**src/rtl/music_pkg.sv**
```systemverilog
// Shared definitions for the music datapath: allocator state encodings and the
// note/duration field widths used by song_reader, voice_allocator and note_player.
package music_pkg;

    typedef enum logic [1:0] {
        VA_IDLE  = 2'd0,
        VA_ALLOC = 2'd1,
        VA_FULL  = 2'd2
    } va_state_t;

    localparam int NOTE_WIDTH = 6;
    localparam int DUR_WIDTH  = 6;

    // Population count for masks of up to eight voices.
    function automatic int unsigned count_ones(input logic [7:0] v);
        count_ones = 0;
        for (int i = 0; i < 8; i++) begin
            count_ones += {31'd0, v[i]};
        end
    endfunction

endpackage

```
**src/rtl/rr_free_finder.sv**
```systemverilog
// Combinational round-robin search: finds the first clear bit of a busy mask,
// starting at a given pointer and wrapping from NUM-1 back to 0.
module rr_free_finder #(
    parameter int NUM   = 4,
    parameter int PTR_W = 2
) (
    input  logic [NUM-1:0]   busy,
    input  logic [PTR_W-1:0] start,
    output logic             found,
    output logic [PTR_W-1:0] index
);

    int               cand;
    logic [PTR_W-1:0] cidx;

    always_comb begin
        found = 1'b0;
        index = start;
        cand  = 0;
        cidx  = '0;
        for (int off = 0; off < NUM; off++) begin
            cand = int'(start) + off;
            if (cand >= NUM) begin
                cand = cand - NUM;
            end
            cidx = PTR_W'(cand);
            if (!found && !busy[cidx]) begin
                found = 1'b1;
                index = cidx;
            end
        end
    end

endmodule

```
**src/rtl/voice_allocator.sv**
```systemverilog
// Polyphony scheduler: hands each song_reader note to a free voice round-robin.
// Define VOICE_ALLOCATOR_STEAL_EN to steal voice rr_ptr instead of waiting when all are busy.
module voice_allocator #(
    parameter int NUM_VOICES = 4,
    parameter int NOTE_WIDTH = music_pkg::NOTE_WIDTH,
    parameter int DUR_WIDTH  = music_pkg::DUR_WIDTH
) (
    input  logic                                clk,
    input  logic                                reset,
    input  logic                                flush,
    input  logic                                play,
    input  logic                                new_note,
    input  logic [NOTE_WIDTH-1:0]               note,
    input  logic [DUR_WIDTH-1:0]                duration,
    input  logic [NUM_VOICES-1:0]               voice_done,
`ifdef VOICE_ALLOCATOR_STEAL_EN
    output logic                                voice_stolen,
`endif
    output logic                                note_accepted,
    output logic [NUM_VOICES-1:0]               load_voice,
    output logic [NOTE_WIDTH-1:0]               note_to_load,
    output logic [DUR_WIDTH-1:0]                duration_to_load,
    output logic [NUM_VOICES-1:0]               voice_busy,
    output logic [$clog2(NUM_VOICES+1)-1:0]     busy_count
);
    import music_pkg::*;

    localparam int PTR_W = $clog2(NUM_VOICES);
    localparam int CNT_W = $clog2(NUM_VOICES + 1);

    va_state_t             state;
    logic [PTR_W-1:0]      rr_ptr;
    logic [NOTE_WIDTH-1:0] note_lat;
    logic [DUR_WIDTH-1:0]  dur_lat;

    logic                  free_found;
    logic [PTR_W-1:0]      free_idx;
    logic [PTR_W-1:0]      load_idx;
    logic [PTR_W-1:0]      next_ptr;
    logic                  do_load;
    logic                  steal;
    logic [NUM_VOICES-1:0] load_mask;
    logic [NUM_VOICES-1:0] busy_next;

    rr_free_finder #(
        .NUM   (NUM_VOICES),
        .PTR_W (PTR_W)
    ) u_free_finder (
        .busy  (voice_busy),
        .start (rr_ptr),
        .found (free_found),
        .index (free_idx)
    );

    // A pending request is only served while play is high; a load always beats a
    // same-cycle done strobe on the same voice.
    always_comb begin
        do_load  = 1'b0;
        steal    = 1'b0;
        load_idx = free_idx;
        if (state == VA_ALLOC && play) begin
            if (free_found) begin
                do_load = 1'b1;
            end
`ifdef VOICE_ALLOCATOR_STEAL_EN
            else begin
                do_load  = 1'b1;
                steal    = 1'b1;
                load_idx = rr_ptr;
            end
`endif
        end
        load_mask = do_load ? (NUM_VOICES'(1) << load_idx) : '0;
        busy_next = (voice_busy & ~voice_done) | load_mask;
        next_ptr  = (load_idx == PTR_W'(NUM_VOICES - 1)) ? '0 : load_idx + 1'b1;
    end

    always_ff @(posedge clk) begin
        if (reset || flush) begin
            state            <= VA_IDLE;
            note_lat         <= '0;
            dur_lat          <= '0;
            note_accepted    <= 1'b0;
            load_voice       <= '0;
            note_to_load     <= '0;
            duration_to_load <= '0;
            voice_busy       <= '0;
            busy_count       <= '0;
`ifdef VOICE_ALLOCATOR_STEAL_EN
            voice_stolen     <= 1'b0;
`endif
            if (reset) begin
                rr_ptr <= '0;
            end
        end else begin
            note_accepted <= do_load;
            load_voice    <= load_mask;
            voice_busy    <= busy_next;
            busy_count    <= CNT_W'(count_ones(8'(busy_next)));
`ifdef VOICE_ALLOCATOR_STEAL_EN
            voice_stolen  <= steal;
`endif
            if (do_load) begin
                note_to_load     <= note_lat;
                duration_to_load <= dur_lat;
                rr_ptr           <= next_ptr;
            end
            case (state)
                VA_IDLE: begin
                    if (new_note && play) begin
                        note_lat <= note;
                        dur_lat  <= duration;
                        state    <= VA_ALLOC;
                    end
                end
                VA_ALLOC: begin
                    if (do_load) begin
                        state <= VA_IDLE;
                    end else if (play) begin
                        state <= VA_FULL;
                    end
                end
                VA_FULL: begin
                    if (|(voice_done & voice_busy)) begin
                        state <= VA_ALLOC;
                    end
                end
                default: state <= VA_IDLE;
            endcase
        end
    end

endmodule
```
**config.mk**
```make
export PLATFORM = sky130hd
export DESIGN_NAME = voice_allocator
export DESIGN_NICKNAME = d
export VERILOG_FILES = /design/src/rtl/music_pkg.sv /design/src/rtl/rr_free_finder.sv /design/src/rtl/voice_allocator.sv
export SDC_FILE = /design/constraint.sdc
export NUM_CORES = 1
export LEC_CHECK = 0
export BUFFER_PORTS_ARGS = -buffer_cell sky130_fd_sc_hd__buf_2
export CAP_MARGIN = 40
export CORE_UTILIZATION = 49
export CTS_CLUSTER_DIAMETER = 150
export DETAILED_ROUTE_END_ITERATION = 7
export PLACE_DENSITY = 0.79
export SLEW_MARGIN = 20
export SYNTH_ARGS = -nofsm -noshare
export SYNTH_HDL_FRONTEND = slang
export SYNTH_SLANG_ARGS = --single-unit
```
**constraint.sdc**
```tcl
create_clock -name clk -period 7.5 [get_ports clk]
set_input_delay 0.75 -clock clk [delete_from_list [all_inputs] [get_ports clk]]
set_output_delay 0.75 -clock clk [all_outputs]
set_load 0.05 [all_outputs]
```
==> After elaboration in Yosys (flattened, before gate mapping) <==
Index checks and enable logic that the tools add are counted.
{ "op_classes": {"n_addsub": 11, "magnitude_cmp": 8, "eq_ne": 7, "n_shift": 1, "n_mux": 32, "bitwise_logic": 4, "reduce_logical": 17} }
{ "ops": {"columns": ["operator", "n"], "rows": [
  ["2-to-1 mux 2 bit", 16],
  ["< comparator 2 x 3 -> 1 bit, second input constant", 4],
  ["2-to-1 mux 1 bit", 10],
  ["greater-or-equal comparator 3 bit, second input constant", 3],
  ["AND 4 bit", 2],
  ["binary-select mux 1 bit (select 2 bit)", 4],
  ["subtractor 2 x 1 -> 2 bit, second input constant", 4],
  ["adder 2 x 2 -> 3 bit, second input constant", 2],
  ["inequality test 2 bit, second input constant", 3],
  ["case mux 2 bit (3 select lines)", 1],
  ["logical AND 1 bit", 5],
  ["zero test 1 bit", 5],
  ["equality test 2 bit, second input constant", 2],
  ["2-to-1 mux 4 bit", 1],
  ["inverter 4 bit", 1],
  ["OR 4 bit", 1],
  ["AND reduction 2 bit", 2],
  ["OR reduction 4 bit", 1],
  ["<< shifter 1 x 2 -> 4 bit, first input constant", 1],
  ["adder 2 x 1 -> 3 bit", 1],
  ["adder 2 x 1 -> 3 bit, second input constant", 1],
  ["adder 3 x 1 -> 3 bit", 1],
  ["greater-or-equal comparator 2 x 3 -> 1 bit, second input constant", 1],
  ["inequality test 3 bit, second input constant", 1],
  ["7 further kinds", 7]
]} }
{ "totals": {"register_bits": 40, "in_bits": 21, "output_inout_bits": 24, "elab_cells": 90} }

==> Logic depth before layout (Yosys ltp) <==
{ "depth": {"depth_word": 21, "mapped_depth": 11, "mapped_depth_nobuf": 10} }

==> Hierarchy <==
From an unflattened synthesis, not the netlist that was laid out.
{ "unflattened": {"hier_cells": 186, "area_unflattened_um2": 1611.5} }
{ "modules_own_cells": {"columns": ["mod", "n_inst", "cells_per_inst", "area_each_um2"], "rows": [
  ["voice_allocator", 1, 172, 1527.7],
  ["rr_free_finder", 1, 14, 83.8]
]} }

==> Worst setup path before layout <==
No wires, ideal clock.
{ "synth_timing": {"kind": "reg2reg", "start": "reg voice_busy[1]", "end": "reg busy_count[1]", "setup_ns": 0.115, "arrival_ns": 2.979, "required_ns": 7.385, "path_slack_ns": 4.406, "path_stages_with_launch": 11, "n_path_buf": 1, "synth_period_minus_slack_ns": 3.094, "path_cell_list": "dfxtp_1 buf_2 or3b_1 a41o_1 ha_1 a32oi_1 inv_1 fa_1 ha_1 ha_1 and2_1"} }
{ "synth_between": {"elab_chain_len": 18, "word_cells_on_any_way": 33} }
{ "synth_rtl": {"columns": ["element", "line_no", "rtl"], "rows": [
  ["from (decl)", "voice_allocator.sv:23", "output logic [NUM_VOICES-1:0] voice_busy,"],
  ["from (signal assigned)", "voice_allocator.sv:98", "voice_busy <= busy_next;"],
  ["binary-select mux 1 bit (select 2 bit)", "rr_free_finder.sv:27", "if (!found && !busy[cidx]) begin"],
  ["2-to-1 mux 1 bit (implied by the code)", "rr_free_finder.sv:27", null],
  ["zero test 1 bit", "rr_free_finder.sv:27", null],
  ["logical AND 1 bit", "rr_free_finder.sv:27", null],
  ["2-to-1 mux 1 bit", "rr_free_finder.sv:27", null],
  ["zero test 1 bit", "rr_free_finder.sv:27", null],
  ["logical AND 1 bit", "rr_free_finder.sv:27", null],
  ["2-to-1 mux 1 bit", "rr_free_finder.sv:27", null],
  ["[3 not listed]", null, null],
  ["2-to-1 mux 1 bit", "voice_allocator.sv:62", "if (free_found) begin"],
  ["2-to-1 mux 1 bit", "voice_allocator.sv:61", "if (state == VA_ALLOC && play) begin"],
  ["2-to-1 mux 4 bit (*)", "voice_allocator.sv:73", "load_mask = do_load ? (NUM_VOICES'(1) << load_idx) : '0;"],
  ["OR 4 bit (*)", "voice_allocator.sv:74", "busy_next = (voice_busy & ~voice_done) | load_mask;"],
  ["named net busy_next[0]", "voice_allocator.sv:43", "logic [NUM_VOICES-1:0] busy_next;"],
  ["adder 1 x 1 -> 2 bit (*)", "music_pkg.sv:18", "count_ones += {31'd0, v[i]};"],
  ["adder 2 x 1 -> 3 bit (*)", "music_pkg.sv:18", null],
  ["adder 3 x 1 -> 3 bit (*)", "music_pkg.sv:18", null],
  ["to (signal assigned)", "voice_allocator.sv:99", "busy_count <= CNT_W'(count_ones(8'(busy_next)));"],
  ["to (decl)", "voice_allocator.sv:24", "output logic [$clog2(NUM_VOICES+1)-1:0] busy_count"]
]} }
Mark *: on every way through the listed nets, which the timed path passes. The rest lies on a longest branch. The select of a mux whose other input is x is not followed.
A chain may end at the register's enable or synchronous reset.

==> Worst setup path after layout <==
{ "layout_timing": {"start": "reg voice_busy[2]", "end": "reg busy_count[1]"} }
Same word-level chain as after synthesis.

==> flow_summary.toml <==
[worst_setup_path]
reg2regPathDepth = 7
crit_path_cell_trace = "nand4_1 > a32oi_1 > inv_1 > fa_1 > ha_1 > ha_1 > and2_1"
critPathMaxFanout = 18
cpPeakStageDelay_ns = 0.65
worstSetupStartpointType = "register"
endpoint_kind = "register"
cp_slowest_cell = "nand4_1"
critPathRequiredTime_ns = 7.76
r2r_slack_ns = 4.54
crit_top_cell = "ha_1"
rr_endpoint = "busy_count[1]$_SDFF_PP0_"
rr_startpoint = "voice_busy[2]$_SDFF_PP0_"
crit_arrival_ns = 3.22
path_class = "register to register"

[logic_synthesis]
synthCells = 197
synthesis.nets = 225
syn_avg_cell_area_um2 = 8.69
ys_types = 38
yosysTopAreaCellShare_pct = 44.4
yosysTopAreaCell = "dfxtp_1"
ys_ff_latch = 40
synthesis.area_um2 = 1710
synth_area_leaders = "dfxtp_1, a21oi_1, nand2_1"
ys_warn_count = 0
seq_area_frac_synth_pct = 48.0

[grt]
overflow = 0
antenna_found_initial = 0
grt_pass1_vias = 1387
track_usage_pct = 21.8
grt_pass1_wl_um = 5870
grt_max_degree = 24

[timing]
hold_ws_ns = 0.463
tightest_slew_ns = 0.745
fin_crit_ns = 2.96
rsz0062_at_grt = "false"
period_share_pct = 39.4
fmax_ghz = 0.338
max_slew_margin_pct = 50.2
timing.final.hold_violations = 0
setup_violations = 0
slew_viol_final = 0
skew_ns = 0.00744
fin_setup_tns_ns = 0

[job]
drv_cap = 0

[finish]
num_antenna_cells = 0
seqCellArea_um2 = 821
drive_gt1_share_pct = 24.3
utilization_pct = 60.4
fill_cells = 332
multi_input_area_um2 = 792
final_area_um2 = 2020
nNetsFinal = 262
area_delta_synth_final_pct = 17.8

[routing]
drc_errors = 0
via_per_inst = 5.40
drtIter0Drc = 114
wire_per_inst_um = 13.3
via_count = 1518
ant_nets = 0
wirelength_um = 3730
drt_pass1_iterations = 5

[place]
place_hpwl_um = 2630
port_buffers = 44
finalWeightedCongestion = 0.886
dpl_cell_area_um2 = 1940

[min_path]
hold_path_class = "register to register"
min_to = "dur_lat[3]$_SDFFE_PP0P_"
hold_path_depth = 2
hp-start = "dur_lat[3]$_SDFFE_PP0P_"

[clock_network]
root_buffer = "clkbuf_4"
cts_tree = "built"
ctsResizeCount = 0
clockBufferDepth = 2
cts_setup_buffers = 0
h-tree-depth = 2
clkSinkCount = 40
cts_buffers = 5
cts_hold_buf = 0
insertion_delay_ns = 0.36
clk_pin_slew_worst_paths_ns = 0.12

[floorplan]
dieArea_um2 = 3730
coreArea_um2 = 3340
die_y_um = 61.1
die_w_um = 61.1
rows = 21
initial_core_util_pct = 51.3
ios = 45

[power]
p_per_area_nw_per_um2 = 192
peakVddDrop_uv = 132
p_leak_nw = 0.890

[status]
outcome = "finished clean"
==> registers in the layout, indices dropped and copies added (netlist names) <==
| signal | count |
|---|---|
| busy_count | 3 |
| dur_lat | 6 |
| duration_to_load | 6 |
| load_voice | 4 |
| note_accepted | 1 |
| note_lat | 6 |
| note_to_load | 6 |
| rr_ptr | 2 |
| state | 2 |
| voice_busy | 4 |
==> Yosys cell counts <==
cell type	instances
a311oi_1	1
fa_1	1
inv_1	8
clkbuf_2	1
nand3b_1	1
a222oi_1	1
buf_2	9
nor3b_1	1
nor2_1	11
o21ai_1	4
or2_2	1
nand4bb_1	1
and4_1	1
or2_1	1
o21ai_0	9
nand3_1	16
and4bb_2	1
or3_1	1
nor2b_1	2
nand2_1	26
clkbuf_1	5
or4b_4	1
edfxtp_1	2
a41o_1	1
o21bai_1	2
and3b_1	1
o21a_1	2
and2_1	3
and3_1	5
a32oi_1	4
and4b_1	1
dfxtp_1	38
a21oi_1	25
a41oi_1	1
or3b_1	1
o21ai_2	1
nand4_1	1
ha_1	6
==> metrics by stage <==
step | total power [mW] | setup WS, ns | cells
2_1_floorplan | 0.240 | 4.41 | 197
3_3_place_gp | 0.250 | 4.66 | 272
3_5_place_dp | 0.252 | 4.56 | 273
4_1_cts | 0.391 | 4.57 | 281
5_1_grt | 0.404 | 4.33 | 281
6_report | 0.388 | 4.54 | 281
==> routing by layer <==
metal	part of all wire (%)	global-route usage, %	up-vias
met5	0	0	-
met4	1.9	10.7	0
met3	4.7	4.83	7
met2	50	39.6	46
met1	43	24.0	704
li1	-	-	761
==> layout make-up <==
type / instances / share of cell area (%)
clock buffer: 5 / 1.86
timing repair buffer: 45 / 11.7
clock inverter: 3 / 2.11
tap: 46 / 2.86
sequential: 40 / 40.7
inverter: 8 / 1.49
multi-input combinational: 134 / 39.3
==> worst max path at each step <==
stage / startpoint / endpoint / slack (ns)
finish: voice_busy[2]$_SDFF_PP0_ / busy_count[1]$_SDFF_PP0_ / 4.54
global route: voice_busy[0]$_SDFF_PP0_ / busy_count[1]$_SDFF_PP0_ / 4.33
CTS: voice_busy[0]$_SDFF_PP0_ / busy_count[1]$_SDFF_PP0_ / 4.57
detailed placement: voice_busy[0]$_SDFF_PP0_ / busy_count[1]$_SDFF_PP0_ / 4.56
global placement: play / busy_count[1]$_SDFF_PP0_ / 4.66
floorplan: voice_busy[1]$_SDFF_PP0_ / busy_count[1]$_SDFF_PP0_ / 4.41
==> cell families after synthesis <==
family / after synthesis / synth area share [%]
and+or+nand+nor: 76 / 23.1
adders and majority gates: 7 / 5.56
DFF: 40 / 48.0
AOI/OAI and AO/OA: 51 / 17.6
buffers and inverters: 23 / 5.77
==> worst max-delay path: cells and delay by family (launching register included) <==
| kind | cells | cell delay (ns) |
|---|---|---|
| AOI/OAI and AO/OA | 1 | 0.50 |
| DFF | 1 | 0.52 |
| and+or+nand+nor | 2 | 0.78 |
| buffers and inverters | 1 | 0.10 |
| adders and majority gates | 3 | 0.96 |
==> where the power goes <==
part | switching (mW) | internal [mW]
sequential | 0.00203 | 0.217
clock | 0.0715 | 0.0695
combinational | 0.0167 | 0.0113
==> cells in the final DEF, fill, tap and decap left out, types with 5 or more instances in the layout <==
cell      Yosys  routed
dfxtp_1      38      38
clkbuf_4      0       5
nand3_1      16      16
inv_1         8       8
o21ai_0       9       9
and3_1        5       5
a21oi_1      25      25
buf_2         9      44
ha_1          6       6
nor2_1       11      11
nand2_1      26      26
Note: power is estimated with default switching activity, not from simulation.
